<file path="config.mk">
export PLATFORM = sky130hd
export DESIGN_NAME = mac_drain
export DESIGN_NICKNAME = d
export VERILOG_FILES = /design/src/rtl/mac_drain.sv
export SDC_FILE = /design/constraint.sdc
export NUM_CORES = 1
export LEC_CHECK = 0
export ABC_AREA = 0
export BUFFER_PORTS_ARGS = -buffer_cell sky130_fd_sc_hd__buf_2
export CORE_ASPECT_RATIO = 1.75
export CORE_MARGIN = 4
export CORE_UTILIZATION = 45
export DETAILED_ROUTE_END_ITERATION = 16
export GPL_TIMING_DRIVEN = 0
export RECOVER_POWER = 50
export SLEW_MARGIN = 20
export SYNTH_ARGS = -nofsm -noshare
export SYNTH_HDL_FRONTEND = slang
export SYNTH_SLANG_ARGS = --single-unit
</file>
<file path="constraint.sdc">
create_clock -name clk -period 2.64 [get_ports clk]
set_clock_uncertainty 0.05 [all_clocks]
set_input_delay 0.132 -clock clk [delete_from_list [all_inputs] [get_ports clk]]
set_output_delay 0.132 -clock clk [all_outputs]
set_load 0.05 [all_outputs]
</file>
<file path="src/rtl/mac_drain.sv">
// Drains the FP16 MAC accumulator: counts products per kernel window, captures the sum
// (optional ReLU) into a small FWFT FIFO, and pulses an accumulator clear.
module mac_drain #(
  parameter int KERNEL_SIZE = 9,
  parameter int FIFO_DEPTH  = 4,
  parameter int RELU_EN     = 1
) (
  input  logic        clk,
  input  logic        rst,
  input  logic [15:0] mac_out,
  input  logic        in_valid,
  output logic        stall,
  output logic        acc_clear,
  output logic [15:0] out_data,
  output logic        out_valid,
  input  logic        out_ready,
  output logic        err
);

  localparam int PW = $clog2(FIFO_DEPTH);
  localparam int CW = PW + 1;

  typedef enum logic [1:0] {ACCUM, SETTLE, CAPTURE} state_t;

  state_t          state_q, state_d;
  logic [9:0]      prod_cnt_q, prod_cnt_d;
  logic [PW-1:0]   wr_ptr_q, rd_ptr_q;
  logic [CW-1:0]   occ_q, occ_d;
  logic            stall_q, stall_d;
  logic            acc_clear_q, acc_clear_d;
  logic            out_valid_q, out_valid_d;
  logic            err_q, err_d;
  logic [15:0]     mem_q [FIFO_DEPTH];
  logic            accept, push, pop, fifo_full;
  logic [15:0]     result;

  assign accept    = in_valid && !stall_q;
  assign fifo_full = (occ_q == CW'(FIFO_DEPTH));
  assign push      = (state_q == CAPTURE) && !fifo_full;
  assign pop       = out_valid_q && out_ready;
  // ReLU only inspects the sign bit, so -0 also collapses to +0
  assign result    = ((RELU_EN != 0) && mac_out[15]) ? 16'h0000 : mac_out;

  always_comb begin
    state_d    = state_q;
    prod_cnt_d = prod_cnt_q;
    case (state_q)
      ACCUM: begin
        if (accept) begin
          if (prod_cnt_q == 10'(KERNEL_SIZE - 1)) begin
            prod_cnt_d = '0;
            state_d    = SETTLE;
          end else begin
            prod_cnt_d = prod_cnt_q + 10'd1;
          end
        end
      end
      SETTLE:  state_d = CAPTURE;
      CAPTURE: if (push) state_d = ACCUM;
      default: state_d = ACCUM;
    endcase
    occ_d       = occ_q + CW'(push) - CW'(pop);
    stall_d     = (state_d != ACCUM);
    // Clear is registered, so predict next cycle's push from next-state occupancy
    acc_clear_d = (state_d == CAPTURE) && (occ_d != CW'(FIFO_DEPTH));
    out_valid_d = (occ_d != '0);
    err_d       = err_q || (in_valid && stall_q);
  end

  always_ff @(posedge clk or negedge rst) begin
    if (!rst) begin
      state_q     <= ACCUM;
      prod_cnt_q  <= '0;
      wr_ptr_q    <= '0;
      rd_ptr_q    <= '0;
      occ_q       <= '0;
      stall_q     <= 1'b0;
      acc_clear_q <= 1'b0;
      out_valid_q <= 1'b0;
      err_q       <= 1'b0;
    end else begin
      state_q     <= state_d;
      prod_cnt_q  <= prod_cnt_d;
      occ_q       <= occ_d;
      stall_q     <= stall_d;
      acc_clear_q <= acc_clear_d;
      out_valid_q <= out_valid_d;
      err_q       <= err_d;
      if (push) wr_ptr_q <= wr_ptr_q + PW'(1);
      if (pop)  rd_ptr_q <= rd_ptr_q + PW'(1);
    end
  end

  always_ff @(posedge clk or negedge rst) begin
    if (!rst) begin
      for (int i = 0; i < FIFO_DEPTH; i++) mem_q[i] <= 16'h0000;
    end else if (push) begin
      mem_q[wr_ptr_q] <= result;
    end
  end

  assign stall     = stall_q;
  assign acc_clear = acc_clear_q;
  assign out_valid = out_valid_q;
  assign out_data  = mem_q[rd_ptr_q];
  assign err       = err_q;

endmodule
</file>
==> metrics.txt <==
R2R cell count 9; Core Box Area 8368 µm²; first-pass GRT wire length 12.85 mm; worst vdd ir 0.4566 mV; RePlAce Congestion 0.7286; Die Span X a little under 80 µm; number of synthesized flops with an enable pin 0; Tot GR Track Use 16.53%; Routed wire per std cell 16.78 µm; top-level I/O count 40; total CTS buffers 9; hold-critical path depth 3; Hold Path Origin out_ready; Place WS 229.7 ps; period utilisation layout 93.78%; placed cell count 421; diode count 0; buffer and inverter count on the worst path 3; TritonRoute pass-1 iters 5; syn_area_per_cell around 15 µm²; RSZ-0062 raised after global routing no; Max FO, Critical Path 10; critical path arrival 2290 ps; CP dominant cell by count clkbuf_1; Hold Path Class in -> reg; pwr/cell area 908.6 nW/µm²; commonest non-fill, non-tap cells in the layout 83 x dfrtp_1, 51 x mux2_2, 38 x buf_2, 17 x nor2b_1, 15 x mux4_2; DRC Markers 0; Seq/Total Area, Yosys 53.43%; layout cells sized above 1 42.90%; via count between 2000 and 2500; synthesis warning total 0; startpoint types flip-flop; initial antenna violation count 0; Pleak ~2.1 nW; Top FF cell, synth dfrtp_1; Clock Tree Buf Depth 2; Post-Synthesis Cells 267; Iteration-0 DRC Markers 95; worst-path cell chain clkbuf_1 > clkbuf_1 > mux4_2 > buf_2; R2R setup slack 190 ps; # nets final 348; detailed placement HPWL 5.154 mm; Rows 44; critical path capture point type output port; Slew HR -10.30%; outcome complete, but fails checks; post-detailed-route count of antenna-violating nets 0; f_max slightly above 0.4 GHz; Critical R2R Launch occ_q[1]$_DFF_PN0_; mapped cell area roughly 4000 µm²; Layout area overhead 17.03%; Vias per Instance approximately 5.2; final worst slack 164.1 ps; commonest non-fill, non-tap cell in the layout dfrtp_1; CTS sink cnt between 80 and 90; endpoints failing hold 0; post-synth cell types 39; CTS resizes 0; root buf cell clkbuf_16; CTS tree done; Final Setup Violations 0; RR Endpoint acc_clear$_DFF_PN0_; violated checks capacitance limit, slew limit; slowest stage delay, CP 580 ps; Worst-path clk slew about 60 ps; H-tree Lvls 3; Setup TNS Final 0 ps; CP max stage cell clkbuf_1; pin count of the biggest net entering global routing 57; Mapped Nets 296; Worst-Margin Slew 1654 ps; count of pins over their slew limit 28; I/O Buffers 38; initial core utilization 46.46%; Worst Setup SP rd_ptr_q[1]$_DFFE_PN0P_; die area around 10000 µm²; delay-heaviest family, CP buffers and inverters; fin crit period 2476 ps; Overflow after GRT 0; Max Cap Violations 1; Crit path required time 2460 ps; Die Height roughly 130 µm; fin cells between 400 and 500; asr flop ratio synth between 90% and 100%; Power Total 0.004133 W; register bit total from synthesis between 80 and 90; Min-Delay Endpoint rd_ptr_q[0]$_DFFE_PN0P_; Crit Path Class reg -> out; vias in the first global route around 2500; Clock Latency Late Sink 330 ps; Routed WL 7.365 mm
registers in the layout, summed over array words and instances, names as in the netlist:
| name | flops |
|---|---|
| mem_q | 60 |
| prod_cnt_q | 10 |
| occ_q | 3 |
| rd_ptr_q | 2 |
| state_q | 2 |
| wr_ptr_q | 2 |
| acc_clear | 1 |
| err | 1 |
| out_valid | 1 |
| stall | 1 |
Yosys cell counts (3+ instances only):
library cell / instances / area, µm²
buf_2: 6 / 30.03
clkbuf_1: 3 / 11.26
dfrtp_1: 83 / 2077
ha_1: 8 / 100.1
inv_1: 10 / 37.54
mux2_2: 51 / 574.3
mux2_4: 10 / 150.1
mux4_2: 15 / 337.8
nand2_1: 10 / 37.54
nand3_1: 3 / 15.01
nand3_2: 3 / 30.03
nor2_1: 4 / 15.01
nor2b_1: 17 / 106.4
nor4_1: 3 / 18.77
o21ai_0: 3 / 15.01
xnor2_1: 5 / 43.79
xor2_1: 6 / 52.55
cells by family (layout without fill, tap and decap cells):
logic type	count (synthesis)	count (layout)	share of synthesized area, %
AOI/OAI and AO/OA	9	9	1.481
xor gates and xnor gates	11	11	2.478
adders and majority gates	9	9	3.090
buffers and inverters	24	81	3.701
DFF	83	83	53.43
muxes	76	76	27.33
other	1	1	0.09646
and+or+nand+nor	54	54	8.401
worst reg2reg max path: stages (launching register included):
cell	delay [ps]
dfrtp_1	410
or3b_1	380
clkbuf_1	180
nand2_1	160
ha_1	240
inv_1	60
ha_1	150
fa_1	430
nor2_1	160
a21oi_1	90
how the worst max path moves through the flow:
stage,to,cells after the start,slack [ps]
after global routing,acc_clear$_DFF_PN0_,9,30
after global placement,acc_clear$_DFF_PN0_,9,250
after CTS,out_data[13],4,110
final,out_data[13],4,160
after detailed placement,acc_clear$_DFF_PN0_,9,230
after floorplan,acc_clear$_DFF_PN0_,9,400
per-stage QoR:
| step | hold slack (ps) | utilization [%] | instance area, µm² |
|---|---|---|---|
| floorplan | -213.6 | - | 3887 |
| CTS | 124.6 | 54.58 | 4567 |
| global route | 174.4 | 54.37 | 4549 |
| finish | 139.7 | 54.37 | 4549 |
| detailed placement | 40.61 | 50.81 | 4252 |
| global placement | 317.5 | 50.45 | 4222 |
final cells by class:
type / count / area (µm²)
timing repair buffer: 41 / 230.2
buffer: 14 / 98.84
inverter: 10 / 37.54
clock inverter: 5 / 52.55
tap: 115 / 143.9
sequential: 83 / 2077
multi-input combinational: 160 / 1667
fill: 741 / 3819
clock buffer: 11 / 242.7
power by group:
| part | internal (W) | leakage [nW] | switching, W |
|---|---|---|---|
| logic | 0.000494 | 0.932 | 0.000771 |
| registers | 0.00147 | 1.07 | 0.000148 |
| clock network | 0.000754 | 0.145 | 0.000492 |
metal layers:
metal	global-route usage (%)	up-vias	part of all wire, %
li1	-	1042	-
met1	20.05	1178	41
met2	28.38	35	54
met3	4.047	9	2.7
met4	6.488	0	1.7
met5	0	-	0
timing repair:
action                                 4_1_cts  5_1_grt
endpoints found under the hold margin       28        0
setup buffers                                0        0
hold buffers                                 2        0
No activity file was read; power rests on OpenSTA's default activity.
